**src/rtl/cpu_pkg.sv**
```systemverilog
// cpu_pkg: shared fetch widths, pc increment and fetch FSM state encoding
package cpu_pkg;
  localparam int PC_W = 64;
  localparam int INSTR_W = 32;
  localparam logic [PC_W-1:0] PC_INC = 64'd4;
  typedef enum logic [1:0] {ISSUE, WAIT, DISCARD, HOLD} fetch_state_e;
endpackage

```
**src/rtl/ifid_reg.sv**
```systemverilog
// ifid_reg: IF/ID pipeline register (flush_i > hold_i > load_i > bubble); outputs valid_o, instr_o, pc_o
module ifid_reg
  import cpu_pkg::*;
(
  input  logic               clk,
  input  logic               reset,
  input  logic               flush_i,
  input  logic               hold_i,
  input  logic               load_i,
  input  logic [INSTR_W-1:0] instr_i,
  input  logic [PC_W-1:0]    pc_i,
  output logic               valid_o,
  output logic [INSTR_W-1:0] instr_o,
  output logic [PC_W-1:0]    pc_o
);
  logic               valid_q, valid_d, take;
  logic [INSTR_W-1:0] instr_q, instr_d;
  logic [PC_W-1:0]    pc_q, pc_d;
  always_comb begin
    take    = !flush_i && !hold_i && load_i;
    valid_d = flush_i ? 1'b0 : hold_i ? valid_q : load_i;
    instr_d = take ? instr_i : instr_q;
    pc_d    = take ? pc_i : pc_q;
  end
  always_ff @(posedge clk) begin
    if (reset) begin
      valid_q <= 1'b0;
      instr_q <= '0;
      pc_q    <= '0;
    end else begin
      valid_q <= valid_d;
      instr_q <= instr_d;
      pc_q    <= pc_d;
    end
  end
  assign valid_o = valid_q;
  assign instr_o = instr_q;
  assign pc_o    = pc_q;
endmodule

```
**src/rtl/fetch_stage.sv**
```systemverilog
// fetch_stage: single-outstanding instruction fetch FSM; stall/redirect in, imem_req/imem_addr out, imem_ack/imem_rdata in, ifid_* out
module fetch_stage
  import cpu_pkg::*;
#(
  parameter logic [PC_W-1:0] RESET_PC = 64'h0
) (
  input  logic               clk,
  input  logic               reset,
  input  logic               stall,
  input  logic               redirect,
  input  logic [PC_W-1:0]    redirect_pc,
  output logic               imem_req,
  output logic [PC_W-1:0]    imem_addr,
  input  logic               imem_ack,
  input  logic [INSTR_W-1:0] imem_rdata,
  output logic               ifid_valid,
  output logic [INSTR_W-1:0] ifid_instr,
  output logic [PC_W-1:0]    ifid_pc
);
  fetch_state_e       state_q, state_d;
  logic [PC_W-1:0]    pc_q, pc_d, tgt_q, tgt_d;
  logic [INSTR_W-1:0] hold_q, hold_d, load_instr;
  logic               load;
  always_comb begin
    state_d    = state_q;
    pc_d       = pc_q;
    tgt_d      = tgt_q;
    hold_d     = hold_q;
    load       = 1'b0;
    load_instr = imem_rdata;
    imem_req   = 1'b0;
    case (state_q)
      ISSUE: begin
        if (redirect) pc_d = redirect_pc;
        else if (!stall) begin
          imem_req = 1'b1;
          state_d  = WAIT;
        end
      end
      WAIT: begin
        if (imem_ack) begin
          state_d = stall && !redirect ? HOLD : ISSUE;
          if (redirect) pc_d = redirect_pc;
          else if (stall) hold_d = imem_rdata;
          else begin
            load = 1'b1;
            pc_d = pc_q + PC_INC;
          end
        end else if (redirect) begin
          tgt_d   = redirect_pc;
          state_d = DISCARD;
        end
      end
      DISCARD: begin
        if (imem_ack) begin
          pc_d    = redirect ? redirect_pc : tgt_q;
          state_d = ISSUE;
        end else if (redirect) tgt_d = redirect_pc;
      end
      HOLD: begin
        if (redirect) begin
          hold_d  = '0;
          pc_d    = redirect_pc;
          state_d = ISSUE;
        end else if (!stall) begin
          load       = 1'b1;
          load_instr = hold_q;
          pc_d       = pc_q + PC_INC;
          state_d    = ISSUE;
        end
      end
      default: state_d = ISSUE;
    endcase
    if (reset) imem_req = 1'b0;
  end
  always_ff @(posedge clk) begin
    if (reset) begin
      state_q <= ISSUE;
      pc_q    <= RESET_PC;
      tgt_q   <= '0;
      hold_q  <= '0;
    end else begin
      state_q <= state_d;
      pc_q    <= pc_d;
      tgt_q   <= tgt_d;
      hold_q  <= hold_d;
    end
  end
  assign imem_addr = pc_q;
  ifid_reg u_ifid (
    .clk     (clk),
    .reset   (reset),
    .flush_i (redirect),
    .hold_i  (stall),
    .load_i  (load),
    .instr_i (load_instr),
    .pc_i    (pc_q),
    .valid_o (ifid_valid),
    .instr_o (ifid_instr),
    .pc_o    (ifid_pc)
  );
endmodule

```
**config.mk**
```make
export PLATFORM = sky130hd
export DESIGN_NAME = fetch_stage
export DESIGN_NICKNAME = d
export VERILOG_FILES = /design/src/rtl/cpu_pkg.sv /design/src/rtl/ifid_reg.sv /design/src/rtl/fetch_stage.sv
export SDC_FILE = /design/constraint.sdc
export NUM_CORES = 1
export LEC_CHECK = 0
export ABC_AREA = 0
export CORE_AREA = 2 2 206 208
export CTS_CLUSTER_SIZE = 16
export DETAILED_ROUTE_END_ITERATION = 6
export DIE_AREA = 0 0 208 210
export DONT_BUFFER_PORTS = 1
export PLACE_DENSITY_LB_ADDON = 0.2
export SETUP_SLACK_MARGIN = 0.1
export SLEW_MARGIN = 20
export SYNTH_ARGS = -nofsm -noshare
export SYNTH_HDL_FRONTEND = slang
export SYNTH_SLANG_ARGS = --single-unit
```
**constraint.sdc**
```tcl
create_clock -name clk -period 2.4 [get_ports clk]
set_clock_uncertainty 0.15 [all_clocks]
set_input_delay 0.24 -clock clk [delete_from_list [all_inputs] [get_ports clk]]
set_output_delay 0.24 -clock clk [all_outputs]
set_load 0.1 [all_outputs]
```
; ---- Word-level counts from Yosys, hierarchy flattened
; Index checks and enable logic that the tools add are counted.
[classes]
mux = 29
shift = 0
div_mod_pow = 0
reduce_logical = 13
magnitude_cmp = 0
n_mul = 0
n_eq_ne = 12
bitwise_logic = 1
n_addsub = 1
[ops]
columns = cell, n
row1 = two-way mux 64 bit, 6
row2 = one-hot mux 64 bit (4 select lines), 1
row3 = two-way mux 32 bit, 6
row4 = adder 64 x 3 -> 64 bit (second input constant), 1
row5 = one-hot mux 32 bit (2 select lines), 1
row6 = two-way mux 2 bit, 8
row7 = != test 2 bit (second input constant), 7
row8 = one-hot mux 2 bit (4 select lines), 1
row9 = != test 3 bit (second input constant), 2
row10 = two-way mux 1 bit, 5
row11 = AND reduction 5 bit, 1
row12 = equality test 2 bit (second input constant), 2
row13 = AND reduction 4 bit, 1
row14 = OR reduction 2 bit, 2
row15 = logical AND 1 bit, 3
row16 = AND reduction 3 bit, 1
row17 = equality test 2 x 1 -> 1 bit (second input constant), 1
row18 = logical NOT 1 bit, 2
row19 = logical NOT 2 bit, 1
row20 = one-hot mux 1 bit (2 select lines), 1
row21 = AND reduction 2 bit, 1
row22 = nonzero test 2 bit, 1
row23 = inverter 1 bit, 1
[totals]
out_inout_bits = 162
inputBits = 101
ram_bits = 0
reg_bits = 259
rom_bits = 0
wordCells = 63
latchBits = 0
mem_count = 0

; ---- Depth between registers and ports, before layout
; Gate-level depths: netlist of run 1.
[logic_depth]
depth_word = 5
mapped_depth = 12

; ---- Modules after synthesis
; A second synthesis of run 1 with hierarchy kept.
[unflattened]
cells_unflattened = 1584
hier_area_um2 = 13342.8
[modules_own_cells]
columns = mod, cells_each, n_inst, area_each_um2, seq_area_each_um2
row1 = fetch_stage, 1164, 1, 8991.1, 3243.1
row2 = ifid_reg, 420, 1, 4351.7, 1941.9

; ---- Least setup slack after synthesis of run 1
; OpenSTA, ideal clock, no wires.
[synth_path]
kind = reg2reg
from = reg pc_q[34] (netlist: imem_addr[34])
to = reg pc_q[62] (netlist: imem_addr[62])
setup_ps = 70
path_stages_with_launch = 8
path_buffers = 1
path_slack_ps = -697
t_arrival_ps = 2877
cell_sequence = dfxtp_1 buf_2 nand4_1 nor3_1 nand4_1 nor4_1 mux2_2 a21oi_1
[synth_via]
elab_chain_cells = 5
[synth_rtl]
columns = item, line
row1 = "start, declared", fetch_stage.sv:21  ; logic [PC_W-1:0] pc_q, pc_d, tgt_q, tgt_d;
row2 = "start signal, assigned", fetch_stage.sv:84  ; pc_q <= pc_d;
row3 = adder 64 x 3 -> 64 bit *, "fetch_stage.sv:47, fetch_stage.sv:68"
row4 = two-way mux 64 bit *, "fetch_stage.sv:44, fetch_stage.sv:65"
row5 = two-way mux 64 bit *, fetch_stage.sv:43  ; if (redirect) pc_d = redirect_pc;
row6 = two-way mux 64 bit, fetch_stage.sv:41  ; if (imem_ack) begin
row7 = one-hot mux 64 bit (4 select lines) *, fetch_stage.sv:32  ; case (state_q)
; Every way passes the cells marked *; elsewhere a longest branch is shown, timed or not. The select of a mux whose other input is x is not followed.
; A chain may end at the register's enable or synchronous reset.

; ---- Final worst setup path of run 1
[layout_path]
from = reg pc_q[20] (netlist: imem_addr[20])
to = reg pc_q[49] (netlist: imem_addr[49])
; The elaborated chain is that of the path after synthesis.

==> results.sh, run 1 <==
export IMPL_r2r_start="imem_addr[20]"
export IMPL_synthDistinctLibCells=75
export IMPL_busiest_layer="met2"
export IMPL_dieWidth_um=208
export IMPL_syn_avg_cell_area_sq_um=7.788
export IMPL_cts_tree="yes"
export IMPL_ys_ff_latch=259
export IMPL_yosys_warnings=0
export IMPL_root_buffer="clkbuf_16"
export IMPL_critical_path_top_delay_family="compound AO/OA/AOI/OAI gates"
export IMPL_clk_latency_ns=0.58
export IMPL_r2r_slack_ns=0.07
export IMPL_p_comb_frac=0.296
export IMPL_cts_sinks=259
export IMPL_synthCells=1585
export IMPL_cp_max_fo=7
export IMPL_core_area_sq_um=41480
export IMPL_startpoint="imem_addr[20]"
export IMPL_synth_top_flop_cell="dfxtp_1"
export IMPL_cp_depth=6
export IMPL_grtUsageMet3=0.05557
export IMPL_p_leak_uw=0.006236
export IMPL_critPathLaunchType="flop"
export IMPL_rr_worst_depth=6
export IMPL_hold_class="in -> reg"
export IMPL_post_drt_wl_per_cell_um=20.37
export IMPL_final_seq_area_sq_um=5371
export IMPL_clockPowerShare=0.363
export IMPL_path_clk_slew_ns=0.07
export IMPL_via_per_inst=5.427
export IMPL_fin_hold_ws_ns=-0.4112
export IMPL_grt_util_met1=0.2710
export IMPL_setup_viol_count_final=0
export IMPL_fp_dieH_um=210
export IMPL_ctsHoldBuffers=52
export IMPL_p_sw_frac=0.3688
export IMPL_yosysMostFrequentCell="nand2_1"
export IMPL_final_hold_viol_count=222
export IMPL_clock_path_buffers=3
export IMPL_tightest_slew_ns=0.4940
export IMPL_pwr_share_seq=0.341
export IMPL_async_flop_share=0
export IMPL_final_period_utilization=0.9704
export IMPL_antenna_found_initial=0
export IMPL_die_area_sq_um=43680
export IMPL_path_buf_inv=1
export IMPL_yosys_top_cells_area="dfxtp_1, nand2_1, a21oi_1, nor2_1, clkbuf_1"
export IMPL_drive_above_1_share=0.2622
export IMPL_h_tree_depth=1
export IMPL_grt_max_degree=226
export IMPL_drv_slew=0
export IMPL_period_needed_ns=2.329
export IMPL_rsz0062_at_grt="true"
export IMPL_grt_use_met2=0.3481
export IMPL_wl_um=48650
export IMPL_nFillCells=4192
export IMPL_pre_cts_slack_ns=-0.009890
export IMPL_antenna_left=0
export IMPL_cap_viol_max_count=0
export IMPL_violations="negative hold slack"
export IMPL_num_vias=12966
export IMPL_cpMaxStageDelayCell="dfxtp_4"
export IMPL_first_iter_violations=999
export IMPL_synth_yosys_seq_area_share=0.4200
export IMPL_ir_worst_vdd_mv=0.5749
export IMPL_drc=0
export IMPL_cp_required_ns=2.71
export IMPL_n_antenna_cell=0
export IMPL_synth_area_sq_um=12340
export IMPL_power_density_nw_per_um2=820.8
export IMPL_synth_largest_area_cell="dfxtp_1"
export IMPL_setup_slack_ns=0.07110
export IMPL_post_dp_hpwl_um=33400
export IMPL_synth_edf_count=0
export IMPL_dr_pass1_iters=6
export IMPL_row_count=75
export IMPL_max_freq_ghz=0.4294
export IMPL_min_from="reset"
export IMPL_port_buffers=0
export IMPL_layout_cells_non_filler=2389
export IMPL_cts_buffers=31
export IMPL_switchingPower_uw=5236
export IMPL_grt_pass1_wl_um=73380
export IMPL_groute_usage_overall=0.2102
export IMPL_nets=1933
export IMPL_final_area_sq_um=17300
export IMPL_place_area_sq_um=14900
export IMPL_endpoint_kind="flop"
export IMPL_intPower_uw=8961
export IMPL_status="complete, but fails checks"
export IMPL_dp_cells=2248
export IMPL_crit_arrival_ns=2.64
export IMPL_whs_path_depth=1
export IMPL_slowest_delay_ns=0.35
export IMPL_multi_input_area_sq_um=7032
export IMPL_grt_pass1_vias=12350
export IMPL_relSlewSlack=0.6682
export IMPL_synthToLayoutAreaGrowth_pct=40.13
export IMPL_gp_congestion=0.8992
export IMPL_ios=263
export IMPL_yosysTopAreaCellShare=0.4200
export IMPL_overflow=0
export IMPL_critPathKind="reg -> reg"
export IMPL_yosys_top_cells_count="nand2_1, dfxtp_1, a21oi_1"
export IMPL_crit_chain="buf_4, and3_2, nand4_1, o211ai_1, o31ai_2, a221o_1"
export IMPL_start_util=0.2976
export IMPL_syn_nets=1692
[placed cells by master, fill, tap and decap left out, types with 6 or more instances in the layout]
cell	synthesis	layout
nand2_1	327	324
buf_4	1	246
dfxtp_1	259	200
a21oi_1	173	169
nor2_1	136	130
o21ai_0	74	55
dlygate4sd3_1	0	52
a22oi_1	52	51
dfxtp_4	0	45
nand3_1	46	40
clkbuf_16	0	39
a211oi_1	40	38
mux2i_1	37	37
nand4_1	26	26
a221oi_1	26	26
nor3_1	27	21
buf_12	0	19
nand2b_1	18	17
o21ai_1	0	15
buf_6	1	15
dfxtp_2	0	14
inv_1	14	12
a31oi_1	14	11
a22o_1	10	10
o31ai_1	12	10
o31a_1	8	8
o211ai_1	8	8
nand3_2	1	7
and4_1	7	7
or3_1	9	7
a221o_1	7	7
xnor2_1	8	7
and3_1	8	6
o21a_1	6	6
a32o_1	6	6
clkbuf_1	109	6
clkbuf_8	0	6
[power groups by stage]
| stage | registers (uW) | logic [uW] | clock network (uW) |
|---|---|---|---|
| after detailed placement | 4920 | 3820 | 0 |
| final | 4840 | 4200 | 5160 |
| after floorplan | 6510 | 1220 | 0 |
| after CTS | 4830 | 3980 | 5310 |
| after global placement | 4910 | 3800 | 0 |
| after global routing | 4870 | 4410 | 5440 |
[layout make-up]
| cell class | instances | share of cell area |
|---|---|---|
| clock buffer | 46 | 0.05526 |
| timing repair buffer | 337 | 0.1758 |
| tap | 539 | 0.03899 |
| sequential | 259 | 0.3105 |
| multi-input combinational | 1182 | 0.4065 |
| inverter | 15 | 0.003400 |
| clock inverter | 11 | 0.009476 |
[metal layers]
| layer | up-vias | share of wire |
|---|---|---|
| met5 | - | 0 |
| met4 | 0 | 0.028 |
| met3 | 87 | 0.079 |
| met2 | 449 | 0.47 |
| met1 | 6221 | 0.43 |
| li1 | 6209 | - |
[path summary, 6_finish.rpt]
path | endpoint
worst max-delay path | imem_addr[49]
worst min-delay path | hold_q[11]
worst max register to register | imem_addr[49]
worst min register to register | u_ifid.pc_o[37]
[what timing repair did]
item,in CTS,in global routing
setup buffers,9,19
endpoints found under the setup margin,38,56
pin swaps,5,20
hold endpoints to repair,259,226
cloned,0,5
resized for setup,15,91
[kinds of logic (layout without fill, tap and decap cells)]
| family | Yosys count | after routing | share of synthesized area |
|---|---|---|---|
| AOI/OAI and AO/OA | 477 | 477 | 0.2509 |
| adders and majority gates | 6 | 6 | 0.006081 |
| xor gates and xnor gates | 9 | 9 | 0.006386 |
| DFF | 259 | 259 | 0.4200 |
| buffers and inverters | 144 | 409 | 0.04612 |
| muxes | 39 | 39 | 0.03183 |
| and+or+nand+nor | 651 | 651 | 0.2387 |
[per-stage QoR]
step	hold WS, ns	total power (uW)	setup TNS (ns)	utilization
after floorplan	0.2260	7727	-0.2296	-
after global placement	0.1747	8710	-0.003326	0.3592
after detailed placement	0.1783	8742	-0.03299	0.3592
after CTS	-0.4410	14110	0	0.4018
after global routing	-0.4382	14720	-0.03379	0.4170
final	-0.4112	14200	0	0.4170
[worst register-to-register path: stages, from the launching register on]
cell and delay [ns]:
dfxtp_4 0.35, buf_4 0.33, and3_2 0.34, nand4_1 0.32, o211ai_1 0.34, o31ai_2 0.11, a221o_1 0.27
[state kept, by name (all words and copies together), names as in the netlist]
signal	cells
state_q	2
tgt_q	64
imem_addr	64
u_ifid.valid_o	1
hold_q	32
u_ifid.instr_o	32
u_ifid.pc_o	64
Power figures use the tool's default switching activity.
==> run 2: changes to the inputs <==
--- a/config.mk
+++ b/config.mk
@@ -6,10 +6,10 @@
 export NUM_CORES = 1
 export LEC_CHECK = 0
 export ABC_AREA = 0
-export CORE_AREA = 2 2 206 208
+export CORE_AREA = 10 10 214 216
 export CTS_CLUSTER_SIZE = 16
 export DETAILED_ROUTE_END_ITERATION = 6
-export DIE_AREA = 0 0 208 210
+export DIE_AREA = 0 0 224 226
 export DONT_BUFFER_PORTS = 1
 export PLACE_DENSITY_LB_ADDON = 0.2
 export SETUP_SLACK_MARGIN = 0.1
@@ -17,3 +17,4 @@
 export SYNTH_ARGS = -nofsm -noshare
 export SYNTH_HDL_FRONTEND = slang
 export SYNTH_SLANG_ARGS = --single-unit
+export TNS_END_PERCENT = 50
==> results.sh, run 2 (same netlist as run 1, synthesis figures left out) <==
export IMPL_gp_congestion=0.9223
export IMPL_final_period_utilization=0.9897
export IMPL_min_from="reset"
export IMPL_ir_worst_vdd_mv=0.6435
export IMPL_final_hold_viol_count=219
export IMPL_post_drt_wl_per_cell_um=21.93
export IMPL_critPathLaunchType="flop"
export IMPL_groute_usage_overall=0.1881
export IMPL_cp_max_fo=10
export IMPL_intPower_uw=8893
export IMPL_antenna_found_initial=1
export IMPL_root_buffer="clkbuf_16"
export IMPL_power_density_nw_per_um2=803.5
export IMPL_startpoint="state_q[0]"
export IMPL_wl_um=52930
export IMPL_setup_slack_ns=0.02473
export IMPL_switchingPower_uw=5237
export IMPL_clock_path_buffers=3
export IMPL_dieWidth_um=224
export IMPL_setup_viol_count_final=0
export IMPL_drv_slew=0
export IMPL_setup_tns_final_ns=0
export IMPL_p_leak_uw=0.006376
export IMPL_cp_required_ns=2.75
export IMPL_n_antenna_cell=0
export IMPL_h_tree_depth=1
export IMPL_tightest_slew_ns=0.6668
export IMPL_hold_class="in -> reg"
export IMPL_period_needed_ns=2.375
export IMPL_synthToLayoutAreaGrowth_pct=42.47
export IMPL_final_util=0.4231
export IMPL_die_area_sq_um=50620
export IMPL_post_dp_hpwl_um=35080
export IMPL_grt_pass1_vias=12397
export IMPL_antenna_left=0
export IMPL_relSlewSlack=0.5550
export IMPL_start_util=0.2969
export IMPL_pwr_share_seq=0.344
export IMPL_clk_latency_ns=0.57
export IMPL_rr_worst_depth=10
export IMPL_crit_arrival_ns=2.73
export IMPL_path_clk_slew_ns=0.06
export IMPL_core_area_sq_um=41570
export IMPL_max_freq_ghz=0.4210
export IMPL_endpoint_kind="flop"
export IMPL_violations="negative hold slack"
export IMPL_multi_input_area_sq_um=7030
export IMPL_status="complete, but fails checks"
export IMPL_r2r_start="state_q[0]"
export IMPL_final_common_cell="nand2_1"
export IMPL_endpoint="tgt_q[33]"
export IMPL_grt_max_degree=226
export IMPL_pre_cts_slack_ns=-0.05671
export IMPL_r2r_end="tgt_q[33]"
export IMPL_row_count=75
export IMPL_dr_pass1_iters=7
export IMPL_ios=263
export IMPL_nFillCells=4114
export IMPL_critPathKind="reg -> reg"
export IMPL_cts_buffers=31
export IMPL_cts_tree="yes"
export IMPL_fp_dieH_um=226
export IMPL_rsz0062_at_grt="true"
export IMPL_final_seq_area_sq_um=5371
export IMPL_first_iter_violations=839
export IMPL_final_cell_mix="nand2_1, buf_4, dfxtp_1"
export IMPL_grt_pass1_wl_um=75910
export IMPL_port_buffers=0
export IMPL_p_sw_frac=0.3706
export IMPL_num_vias=13100
export IMPL_drive_above_1_share=0.2613
export IMPL_via_per_inst=5.427
export IMPL_p_comb_frac=0.306
export IMPL_r2r_slack_ns=0.02
export IMPL_drc=0
export IMPL_fin_hold_ws_ns=-0.4080
export IMPL_cts_sinks=259
export IMPL_cap_viol_max_count=0
export IMPL_overflow=0
export IMPL_nets=1963
export IMPL_clockPowerShare=0.350
-- run 2: cell types whose count changed in the layout (fill, tap and decap cells not counted), moves of 3 or more --
cell | previous run | this run
a21oi_1 | 169 | 160
o21ai_0 | 55 | 65
a21oi_2 | 4 | 13
dlymetal6s4s_1 | 0 | 10
dlygate4sd3_1 | 52 | 60
o21ai_1 | 15 | 7
clkbuf_16 | 39 | 42
buf_8 | 0 | 4
nand3_2 | 7 | 4
buf_4 | 246 | 255
buf_12 | 19 | 16
-- run 2: final cells by class --
class / count / share of cell area
tap: 539 / 0.03835
sequential: 259 / 0.3054
inverter: 15 / 0.003344
clock buffer: 47 / 0.05450
timing repair buffer: 367 / 0.1929
clock inverter: 5 / 0.005763
multi-input combinational: 1182 / 0.3998
-- run 2: critical path: stages (launching register included) --
cell	delay, ns
dfxtp_4	0.37
inv_2	0.05
buf_4	0.15
ha_4	0.25
nand2_2	0.06
nor2_4	0.14
buf_12	0.15
clkbuf_16	0.19
nand2_1	0.08
dlygate4sd3_1	0.57
a21oi_1	0.13
-- run 2: power by group through the flow --
stage / registers, uW / clock network (uW) / logic, uW
detailed placement: 4930 / 0 / 3850
global placement: 4930 / 0 / 3830
finish: 4860 / 4950 / 4330
floorplan: 6510 / 0 / 1220
CTS: 4840 / 5060 / 4030
global route: 4880 / 5230 / 4540
-- run 2: metal layers --
| layer | vias to the layer above | track usage | wire (um) |
|---|---|---|---|
| li1 | 6260 | - | - |
| met1 | 6266 | 0.2306 | 21620 |
| met2 | 480 | 0.3122 | 24780 |
| met3 | 92 | 0.05708 | 4825 |
| met4 | 2 | 0.05397 | 1691 |
| met5 | - | 0 | 13 |
-- run 2: timing repair --
item                                    in CTS  in global routing
hold buffers                                82                  3
pin swaps                                    2                 38
endpoints found under the hold margin      259                220
cloned                                       0                 11
endpoints found under the setup margin      29                 85
gates resized for setup                     11                102
buffers inserted                             4                 19
-- run 2: metrics by stage --
step	cells	instance area (sq um)	total power, uW
2_1_floorplan	1585	12630	7727
3_3_place_gp	2258	14960	8752
3_5_place_dp	2258	14960	8775
4_1_cts	2396	16910	13930
5_1_grt	2414	17590	14650
6_report	2414	17590	14130
-- run 2: worst min-delay path by stage --
stage | end | slack [ns] | depth (start not counted)
floorplan | tgt_q[0] | 0.23 | 2
global placement | u_ifid.valid_o | 0.17 | 1
detailed placement | u_ifid.valid_o | 0.18 | 1
CTS | u_ifid.valid_o | -0.43 | 1
global route | hold_q[1] | -0.42 | 1
finish | u_ifid.instr_o[1] | -0.41 | 1
